**src/rtl/vote_ballot_ctrl_if.sv**
```systemverilog
// Bus between a ballot controller and its voter stations / supervisor.
// start is a one-cycle request with no ready: it is acted on only in IDLE or
// RESULT and silently dropped otherwise; vote strobes are sampled every cycle.
interface vote_ballot_ctrl_if;
  logic       start;
  logic [4:0] vote_yes;
  logic [4:0] vote_no;
  logic       busy;
  logic       window_open;
  logic [4:0] voted;
  logic [2:0] yes_cnt;
  logic       pass;
  logic       timed_out;
  logic       done;
  logic [1:0] state_dbg;

  modport master (
    output start, vote_yes, vote_no,
    input  busy, window_open, voted, yes_cnt, pass, timed_out, done, state_dbg
  );

  modport slave (
    input  start, vote_yes, vote_no,
    output busy, window_open, voted, yes_cnt, pass, timed_out, done, state_dbg
  );
endinterface

```
**src/rtl/vote_ballot_ctrl.sv**
```systemverilog
// Five-voter ballot controller: opens a timed window, latches one vote per
// voter, tallies the yes votes serially and publishes the majority decision.
module vote_ballot_ctrl #(
  parameter int WINDOW_CYCLES  = 1000,
  parameter int PASS_THRESHOLD = 3
) (
  input  logic              clk,
  input  logic              rst_n,
  vote_ballot_ctrl_if.slave bus
);

  typedef enum logic [1:0] {
    IDLE   = 2'd0,
    OPEN   = 2'd1,
    TALLY  = 2'd2,
    RESULT = 2'd3
  } state_t;

  localparam logic [15:0] TIMER_LOAD = 16'(WINDOW_CYCLES - 1);
  localparam logic [2:0]  THRESHOLD  = 3'(PASS_THRESHOLD);

  state_t      state, state_n;
  logic [15:0] timer, timer_n;
  logic [2:0]  k, k_n;
  logic [4:0]  yes_r, yes_n;
  logic [4:0]  voted_r, voted_n;
  logic [2:0]  cnt_r, cnt_n;
  logic        pass_r, pass_n;
  logic        to_r, to_n;
  logic        done_r, done_n;
  logic [4:0]  acc_yes, acc_no;

  // A voter's strobe counts only if exactly one of yes/no is high and the
  // voter has not voted yet; both high means "try again next cycle".
  assign acc_yes = bus.vote_yes & ~bus.vote_no & ~voted_r;
  assign acc_no  = bus.vote_no & ~bus.vote_yes & ~voted_r;

  always_ff @(posedge clk or negedge rst_n) begin
    if (!rst_n) begin
      state   <= IDLE;
      timer   <= '0;
      k       <= '0;
      yes_r   <= '0;
      voted_r <= '0;
      cnt_r   <= '0;
      pass_r  <= 1'b0;
      to_r    <= 1'b0;
      done_r  <= 1'b0;
    end else begin
      state   <= state_n;
      timer   <= timer_n;
      k       <= k_n;
      yes_r   <= yes_n;
      voted_r <= voted_n;
      cnt_r   <= cnt_n;
      pass_r  <= pass_n;
      to_r    <= to_n;
      done_r  <= done_n;
    end
  end

  always_comb begin
    state_n = state;
    timer_n = timer;
    k_n     = k;
    yes_n   = yes_r;
    voted_n = voted_r;
    cnt_n   = cnt_r;
    pass_n  = pass_r;
    to_n    = to_r;
    done_n  = 1'b0;
    case (state)
      IDLE, RESULT: begin
        if (bus.start) begin
          state_n = OPEN;
          timer_n = TIMER_LOAD;
          k_n     = '0;
          yes_n   = '0;
          voted_n = '0;
          cnt_n   = '0;
          pass_n  = 1'b0;
          to_n    = 1'b0;
        end
      end
      OPEN: begin
        voted_n = voted_r | acc_yes | acc_no;
        yes_n   = yes_r | acc_yes;
        // Full participation wins over an expiring timer in the same cycle.
        if (&voted_n) begin
          state_n = TALLY;
          to_n    = 1'b0;
          k_n     = '0;
        end else if (timer == '0) begin
          state_n = TALLY;
          to_n    = 1'b1;
          k_n     = '0;
        end else begin
          timer_n = timer - 16'd1;
        end
      end
      TALLY: begin
        cnt_n = cnt_r + {2'b00, yes_r[k]};
        if (k == 3'd4) begin
          state_n = RESULT;
          done_n  = 1'b1;
          pass_n  = (cnt_n >= THRESHOLD);
        end else begin
          k_n = k + 3'd1;
        end
      end
      default: state_n = IDLE;
    endcase
  end

  assign bus.busy        = (state == OPEN) || (state == TALLY);
  assign bus.window_open = (state == OPEN);
  assign bus.voted       = voted_r;
  assign bus.yes_cnt     = cnt_r;
  assign bus.pass        = pass_r;
  assign bus.timed_out   = to_r;
  assign bus.done        = done_r;
  assign bus.state_dbg   = state;

endmodule

```
**src/flat_wrapper.sv**
```systemverilog
// flat-port wrapper written by rule: the top's interface ports become plain ports
module vote_ballot_ctrl_flat 
#(
  parameter int WINDOW_CYCLES  = 1000,
  parameter int PASS_THRESHOLD = 3
)
  (clk, rst_n, bus_start, bus_vote_yes, bus_vote_no, bus_busy, bus_window_open, bus_voted, bus_yes_cnt, bus_pass, bus_timed_out, bus_done, bus_state_dbg);
  vote_ballot_ctrl_if bus_i ();
  input  logic clk;
  input  logic rst_n;
  input wire logic [$bits(bus_i.start)-1:0] bus_start;
  input wire logic [$bits(bus_i.vote_yes)-1:0] bus_vote_yes;
  input wire logic [$bits(bus_i.vote_no)-1:0] bus_vote_no;
  output wire logic [$bits(bus_i.busy)-1:0] bus_busy;
  output wire logic [$bits(bus_i.window_open)-1:0] bus_window_open;
  output wire logic [$bits(bus_i.voted)-1:0] bus_voted;
  output wire logic [$bits(bus_i.yes_cnt)-1:0] bus_yes_cnt;
  output wire logic [$bits(bus_i.pass)-1:0] bus_pass;
  output wire logic [$bits(bus_i.timed_out)-1:0] bus_timed_out;
  output wire logic [$bits(bus_i.done)-1:0] bus_done;
  output wire logic [$bits(bus_i.state_dbg)-1:0] bus_state_dbg;
  assign bus_i.start = bus_start;
  assign bus_i.vote_yes = bus_vote_yes;
  assign bus_i.vote_no = bus_vote_no;
  assign bus_busy = bus_i.busy;
  assign bus_window_open = bus_i.window_open;
  assign bus_voted = bus_i.voted;
  assign bus_yes_cnt = bus_i.yes_cnt;
  assign bus_pass = bus_i.pass;
  assign bus_timed_out = bus_i.timed_out;
  assign bus_done = bus_i.done;
  assign bus_state_dbg = bus_i.state_dbg;
  vote_ballot_ctrl #(.WINDOW_CYCLES(WINDOW_CYCLES), .PASS_THRESHOLD(PASS_THRESHOLD)) u_core (.clk(clk), .rst_n(rst_n), .bus(bus_i));
endmodule
```
**config.mk**
```make
export PLATFORM = sky130hd
export DESIGN_NAME = vote_ballot_ctrl_flat
export DESIGN_NICKNAME = d
export VERILOG_FILES = /design/src/rtl/vote_ballot_ctrl_if.sv /design/src/rtl/vote_ballot_ctrl.sv /design/src/flat_wrapper.sv
export SDC_FILE = /design/constraint.sdc
export NUM_CORES = 1
export LEC_CHECK = 0
export CAP_MARGIN = 15
export CORE_MARGIN = 10
export CORE_UTILIZATION = 53
export CTS_BUF_LIST = sky130_fd_sc_hd__clkbuf_2 sky130_fd_sc_hd__clkbuf_4 sky130_fd_sc_hd__clkbuf_8
export DETAILED_ROUTE_END_ITERATION = 6
export PLACE_DENSITY = 0.83
export SLEW_MARGIN = 20
export SYNTH_ARGS = -nofsm -noshare
export SYNTH_HDL_FRONTEND = slang
export SYNTH_SLANG_ARGS = --single-unit
```
**constraint.sdc**
```tcl
create_clock -name clk -period 6.05 [get_ports clk]
set_clock_uncertainty 0.05 [all_clocks]
set_input_delay 1.21 -clock clk [delete_from_list [all_inputs] [get_ports clk]]
set_output_delay 1.21 -clock clk [all_outputs]
set_load 0.03 [all_outputs]
```
==> results of run 1 <==
-- per-layer routing --
layer / share of wire / vias up
li1: - / 907
met1: 0.46 / 904
met2: 0.49 / 40
met3: 0.043 / 5
met4: 0.013 / 0
met5: 0 / -
-- path summary, 6_finish.rpt --
check | slack [ps] | end | depth (start not counted) | from
max in group asynchronous | 4490 | u_core.bus.yes_cnt[1] | 1 | rst_n
max reg2reg | 3470 | u_core.timer[11] | 7 | u_core.bus.state_dbg[1]
max | 2730 | bus_window_open | 3 | u_core.bus.state_dbg[1]
min | 450 | u_core.bus.timed_out | 1 | u_core.bus.timed_out
min reg2reg | 450 | u_core.bus.timed_out | 1 | u_core.bus.timed_out
min in group asynchronous | 960 | u_core.timer[7] | 1 | rst_n
-- worst max-delay path: stages, from the launching register on --
cell	delay, ps
dfrtp_1	420
inv_1	110
ha_1	460
clkdlybuf4s50_1	770
-- cells by family after synthesis --
group	after synthesis	share of synthesized area
fa+ha+maj	10	0.0574
buf+inv	21	0.0368
xor+xnor	6	0.0241
mux	13	0.0661
simple gates	91	0.218
flops	37	0.425
compound gates	54	0.173
-- state kept, by name, summed over array words and instances (netlist names) --
register / flops
u_core.bus.timed_out: 1
u_core.bus.done: 1
u_core.bus.yes_cnt: 3
u_core.timer: 16
u_core.yes_r: 5
u_core.bus.state_dbg: 2
u_core.bus.pass: 1
u_core.bus.voted: 5
u_core.k: 3
-- cell type report --
cell class / instances / area share
Tap cell: 50 / 0.0240
Multi-Input combinational cell: 174 / 0.454
Clock inverter: 1 / 0.0115
Sequential cell: 37 / 0.356
Clock buffer: 7 / 0.0346
Inverter: 11 / 0.0159
Timing Repair Buffer: 28 / 0.105
-- power breakdown --
part | internal, mW | leakage [nW] | switching [mW]
logic | 0.209 | 0.550 | 0.367
registers | 0.304 | 0.461 | 0.0503
clock network | 0.139 | 0.0619 | 0.0869
total | 0.652 | 1.07 | 0.504
-- metrics by stage --
step,instances,hold WS (ps),instance area [µm²]
after floorplan,232,407,2180
after global placement,300,433,2480
after detailed placement,300,440,2480
after CTS,308,457,2600
after global routing,308,476,2600
final,308,455,2600
-- placed cells by master (no fill, tap or decap), drive strengths merged, types with 2 or more instances in the layout --
cell type	synthesis	final
a311oi	2	2
and3	2	2
o22ai	2	2
o21ai	11	11
or4	7	7
o31ai	5	5
and2	3	3
a22oi	3	3
or3	4	4
nand3	9	9
o211ai	4	4
nor4	7	7
clkbuf	8	7
buf	2	2
dfrtp	37	37
nand2b	5	5
a31oi	5	5
nand2	13	13
inv	11	11
nand4	2	2
mux2i	11	11
a32o	2	2
nor2	27	27
a21oi	12	12
nor3	7	7
clkdlybuf4s50	0	26
xor2	5	5
ha	10	10
==> metrics, run 1 <==
Root Driver clkbuf_8; Power Total ~1.2 mW; first-pass GRT wire length approximately 8400 µm; GPL Wtd Cong 0.821; vias 1856; Worst EP required 4790 ps; vias per cell 6.03; met3 Resource Use GR 0.0283; share of cells above drive strength 1 0.0853; CTS tree done; Synth area leaders dfrtp_1 (43%), ha_1 (5.7%), mux2i_1 (5.1%); pwr dens 444 mW/mm²; multi-input logic area roughly 0.0012 mm²; Synth area leader dfrtp_1; Final Critical Period approximately 3300 ps; Core ar. ~0.004 mm²; routed length per instance ~16 µm; I/O pin count 28; Top Usage Layer GRT met2; via count of the first global-routing pass around 1.8k; # H-tree levels 2; Total GRT Usage 0.136; # resized after CTS 0; Yosys warning count 0; initial core utilization 0.545; crit path kind reg -> out; count leader, synth dfrtp_1; met1 Usage GRT 0.175; NumNets Final 280; commonest cells in the synthesized netlist dfrtp_1 (37), nor2_1 (26), nand2_1 (13); final hold viol count 0; Fillers between 300 and 400; syn nets 255; Die Ht around 84 µm; TritonCTS Buffers 5; Syn Area/Cell roughly 9.4 µm²; Post-CTS Hold Buffers 0; worst setup margin roughly 2700 ps; measured slew at the worst slew-check pin 810 ps; Iter 0 DRT Violations 136; met2 usage 0.212; synthesized instance count around 230; Routed Antenna Nets 0; Die X between 80 and 90 µm; clk sink count 37; post-synthesis cell area 0.00218 mm²; flops & latches, synth 37; die area ~0.0071 mm²; FF+latch area roughly 930 µm²; Hold Path Class reg -> reg; CTS max path bufs 2; TNS Setup 0 ps; Worst Path Arrival just over 2000 ps; ant diodes 0; RSZ-0062 raised after global routing false; Synth top area share 0.425; Clock Latency Late Sink about 290 ps; TritonRoute pass-1 iters 4; DP HPWL 3590 µm; Post-synth EDFFs 0; pre-CTS worst setup slack approximately 2700 ps; # rows 23; Max-cap violations 0; fmax 0.302 GHz; CP Launch Type register; Slew Limit Fails 0; Routed WL around 4800 µm; largest net degree at the start of global routing 38; status finished, final reports clean; Synth async-reset ratio 1.00; crit end category primary output; initial antenna violation count 0; Seq/Total Area, Yosys 0.425; area grow syn2layout 19.5%; Port Buffers 27; headroom to the max-slew limit 0.460; Peak VDD IR about 0.24 mV; Synth Flop Type dfrtp_1; total congestion overflow 0; period utilization 0.548; clock transition at the registers of the reported paths ~70 ps; drt drc 0; leakage power between 1 and 1.5 nW; Max FO, Critical Path 13; Yosys cell types 49; Setup-failing EPs final 0; fin util 0.651; Post-CTS Setup Inserts 0
Power figures use the tool's default switching activity.
==> run 2, diff against run 1 <==
Settings changed: CORE_UTILIZATION 53 to 52, PLACE_DENSITY 0.83 to 0.85.
Clock period 6.05 ns to 2.85 ns, I/O delays scaled along.
==> metrics, run 2 (same netlist as run 1, synthesis figures left out) <==
status finished, final reports clean; worst path cell trace inv_1, ha_1, inv_1, clkdlybuf4s50_1; Clock Latency Late Sink 290 ps (about the same); worst reg2reg startpoint u_core.timer[10]; Die X 84.7 µm (+0.73%); drt drc 0 (unchanged); Cell Area, Placed 0.00252 mm² (+1.5%); Root Driver clkbuf_8; most flop-heavy register u_core.timer; TNS Setup 0 ps (unchanged); clock share of power 0.166 (-0.029); routed length per instance 15.8 µm (+0.93%); Peak VDD IR 0.495 mV (+100%); Total GRT Usage 0.142 (+0.00638); via count of the first global-routing pass 1903 (+5.8%); DP HPWL 3610 µm (+0.60%); area grow syn2layout 20.4%; measured slew at the worst slew-check pin 844 ps (+34.2 ps); most frequent cells in the layout dfrtp_1 (37), clkdlybuf4s50_1 (26), nor2_1 (25), nand2_1 (13), a21oi_1 (12); fmax between 0.3 and 0.4 GHz; vias 1865 (+0.48%); P_sw 1.09 mW (+120%); NumNets Final 285 (+1.8%); share of cells above drive strength 1 0.103 (+0.0174); max incr delay on CP 670 ps (-100 ps); GPL Wtd Cong 0.829 (+1.1%); CP most frequent cell inv_1; R2R setup slack 320 ps (-3150 ps); headroom to the max-slew limit 0.437 (-0.0228); CTS max path bufs 2 (unchanged); Comb pwr share 0.523 (+0.024); TritonCTS Buffers 5 (unchanged); final hold viol count 0 (unchanged); initial core utilization 0.541 (-0.00389); Final Instance Area 0.00262 mm² (+0.72%); Worst Path Arrival 1980 ps (-80 ps); RSZ-0062 raised after global routing false; Setup-failing EPs final 0 (unchanged); # resized after CTS 0 (unchanged); leakage power 1.09 nW (+1.7%); pwr dens 926 mW/mm² (+110%); ant diodes 0 (unchanged); internal power 1.34 mW (+100%); total congestion overflow 0 (unchanged); # rows 23 (unchanged); largest net degree at the start of global routing 38 (unchanged); # H-tree levels 2 (unchanged); clk sink count 37 (unchanged); Power Total 2.43 mW (+110%); CTS tree done; sw frac 0.450 (+0.0142); max reg flops 16 (unchanged); Post-CTS Hold Buffers 0 (unchanged); Routed WL 4950 µm (+2.6%); Worst EP required 2230 ps (-2560 ps); I/O pin count 28 (unchanged); crit end category primary output; Port Buffers 27 (unchanged); Slew Limit Fails 0 (unchanged); Iter 0 DRT Violations 203 (+49%); die area 0.00718 mm² (+1.5%); Hold WS 329 ps (-126 ps); Max FO, Critical Path 8 (-5); Max-cap violations 0 (unchanged); initial antenna violation count 0 (unchanged); Hold Path Class in -> async; largest delay contributor family on the critical path buffers and inverters; Die Ht 84.7 µm (+0.73%); Post-CTS Setup Inserts 0 (unchanged); first-pass GRT wire length 8730 µm (+4.4%); CP bufs+invs 3 (+1); vias per cell 5.96 (-1.1%); clock transition at the registers of the reported paths 70 ps (about the same); Core ar. 0.00403 mm² (+0.72%); period utilization 0.912; crit path max-delay cell type clkdlybuf4s50_1; Routed Antenna Nets 0 (unchanged); Sequential Power Share 0.311 (+0.005); crit path launch u_core.bus.state_dbg[0]; commonest non-fill, non-tap cell in the layout dfrtp_1; crit path kind reg -> out; CP Launch Type register; TritonRoute pass-1 iters 4 (unchanged); Final Critical Period roughly 2600 ps
[run 2: area by class of cell]
class	instances	area (µm²)
well taps	50	62.6
multi-input cells	174	1180
repair buffers	33	310
inverters	11	41.3
clock buffers	7	96.3
clock inverters	1	5.00
fillers	343	1410
flip-flops and latches	37	926
[run 2: metal layers]
metal | track usage | vias to the layer above | part of all wire
met5 | 0 | - | 0
met4 | 0.0569 | 0 | 0.018
met3 | 0.0454 | 8 | 0.063
met2 | 0.229 | 57 | 0.47
met1 | 0.171 | 886 | 0.45
li1 | - | 914 | -
[run 2: path summary, 6_finish.rpt]
kind	endpoint	depth (start not counted)
min in group clk	u_core.yes_r[3]	2
max reg2reg	u_core.k[1]	5
min reg2reg	u_core.yes_r[3]	2
max in group asynchronous	u_core.yes_r[3]	1
min	u_core.timer[5]	1
max	bus_busy	4
[run 2: per-stage QoR]
| step | std cells | util | worst slack [ps] |
|---|---|---|---|
| floorplan | 232 | - | 453 |
| global placement | 305 | 0.625 | 333 |
| detailed placement | 305 | 0.625 | 246 |
| CTS | 313 | 0.650 | 231 |
| global route | 313 | 0.651 | 140 |
| finish | 313 | 0.651 | 250 |
[run 2: power groups by stage]
stage               combinational (mW)  clock [mW]  sequential [mW]
detailed placement                1.26           0            0.766
finish                            1.27       0.403            0.757
CTS                               1.26       0.415            0.756
floorplan                        0.766           0            0.837
global placement                  1.22           0            0.757
global route                      1.41       0.441            0.778
==> run 3, diff against run 2 <==
Settings changed: PLACE_DENSITY 0.85 to 0.83.
==> metrics, run 3 (same netlist as run 1, synthesis figures left out) <==
initial core utilization 0.541 (unchanged); CTS max path bufs 2 (unchanged); max reg flops 16 (unchanged); Cell Area, Placed 0.00253 mm² (+0.50%); commonest non-fill, non-tap cell in the layout dfrtp_1; clk sink count 37 (unchanged); Port Buffers 27 (unchanged); fmax 0.386 GHz (+0.41%); Hold Path Class in -> async; CP Launch Type register; Power Total 2.43 mW (about the same); largest net degree at the start of global routing 38 (unchanged); Post-CTS Setup Inserts 0 (unchanged); crit path kind reg -> out; # resized after CTS 0 (unchanged); most frequent cells in the layout dfrtp_1 (37), nor2_1 (26), clkdlybuf4s50_1 (26), nand2_1 (13), a21oi_1 (12); initial antenna violation count 0 (unchanged); clock transition at the registers of the reported paths 70 ps (about the same); Root Driver clkbuf_8; ant diodes 0 (unchanged); Final Critical Period 2590 ps (-10.6 ps); # H-tree levels 2 (unchanged); Routed Antenna Nets 0 (unchanged); pwr dens 927 mW/mm² (about the same); Core ar. 0.00403 mm² (unchanged); # rows 23 (unchanged); Post-CTS Hold Buffers 0 (unchanged); Die X 84.7 µm (unchanged); die area 0.00718 mm² (unchanged); reg2reg path depth 5 (unchanged); Iter 0 DRT Violations 113 (-44%); Final Instance Area 0.00262 mm² (about the same); vias per cell 5.95 (-0.11%); total congestion overflow 0 (unchanged); Max FO, Critical Path 8 (unchanged); CTS tree done; I/O pin count 28 (unchanged); leakage power 1.09 nW (-0.31%); status finished, final reports clean; NumNets Final 285 (unchanged); GPL Wtd Cong 0.793 (-4.4%); headroom to the max-slew limit 0.386 (-0.0519); final hold viol count 0 (unchanged); area grow syn2layout 20.3% (about the same); share of cells above drive strength 1 0.0954 (-0.00724); TNS Setup 0 ps (unchanged); routed length per instance 15.9 µm (+0.69%); DP HPWL 3670 µm (+1.5%); Clock Latency Late Sink 280 ps (about the same); TritonCTS Buffers 5 (unchanged); Peak VDD IR 0.608 mV (+23%); RSZ-0062 raised after global routing false; Setup-failing EPs final 0 (unchanged); measured slew at the worst slew-check pin 922 ps (+77.8 ps); crit end category primary output; via count of the first global-routing pass 1831 (-3.8%); TritonRoute pass-1 iters 5 (+1); period utilization 0.908 (-0.00370); vias 1857 (-0.43%); Worst Path Arrival 1970 ps (about the same); drt drc 0 (unchanged); Routed WL 4970 µm (+0.36%); Die Ht 84.7 µm (unchanged); Worst EP required 2230 ps (about the same); first-pass GRT wire length 8700 µm (-0.32%); Max-cap violations 0 (unchanged); Total GRT Usage 0.141 (-0.00107); Slew Limit Fails 0 (unchanged); most flop-heavy register u_core.timer
[run 3: path summary, 6_finish.rpt]
kind / slack [ps] / start / end
max in group asynchronous: 1810 / rst_n / u_core.bus.voted[1]
setup / recovery: 260 / u_core.bus.state_dbg[0] / bus_busy
hold / removal: 360 / rst_n / u_core.timer[5]
setup reg to reg: 360 / u_core.timer[10] / u_core.k[0]
hold reg to reg: 470 / u_core.yes_r[3] / u_core.yes_r[3]
min in group clk: 470 / u_core.yes_r[3] / u_core.yes_r[3]
[run 3: metrics by stage]
step | util | hold WS, ps | std cells | setup slack (ps)
finish | 0.651 | 361 | 312 | 261
global route | 0.651 | 437 | 312 | 146
CTS | 0.651 | 393 | 312 | 253
detailed placement | 0.628 | 450 | 305 | 249
global placement | 0.628 | 428 | 305 | 324
floorplan | - | 224 | 232 | 453
[run 3: layout make-up]
type	instances	area (µm²)
fill	349	1410
multi-input combinational	174	1180
sequential	37	926
timing repair buffer	33	323
clock buffer	7	90.1
tap	50	62.6
inverter	11	41.3
[run 3: routing by layer]
metal	routed length [µm]	track usage	vias up	part of all wire
met5	0	0	-	0
met4	61	0.0434	0	0.012
met3	270	0.0367	6	0.054
met2	2420	0.231	38	0.49
met1	2220	0.178	898	0.45
li1	-	-	915	-
[run 3: worst max-delay path, stage by stage, from the launching register on]
cell and delay [ps]:
dfrtp_1 400, inv_1 90, ha_1 410, inv_1 110
clkdlybuf4s50_1 670
[run 3: power breakdown]
part | switching, mW | internal (mW)
Sequential | 0.110 | 0.644
Clock | 0.178 | 0.201
Combinational | 0.795 | 0.502
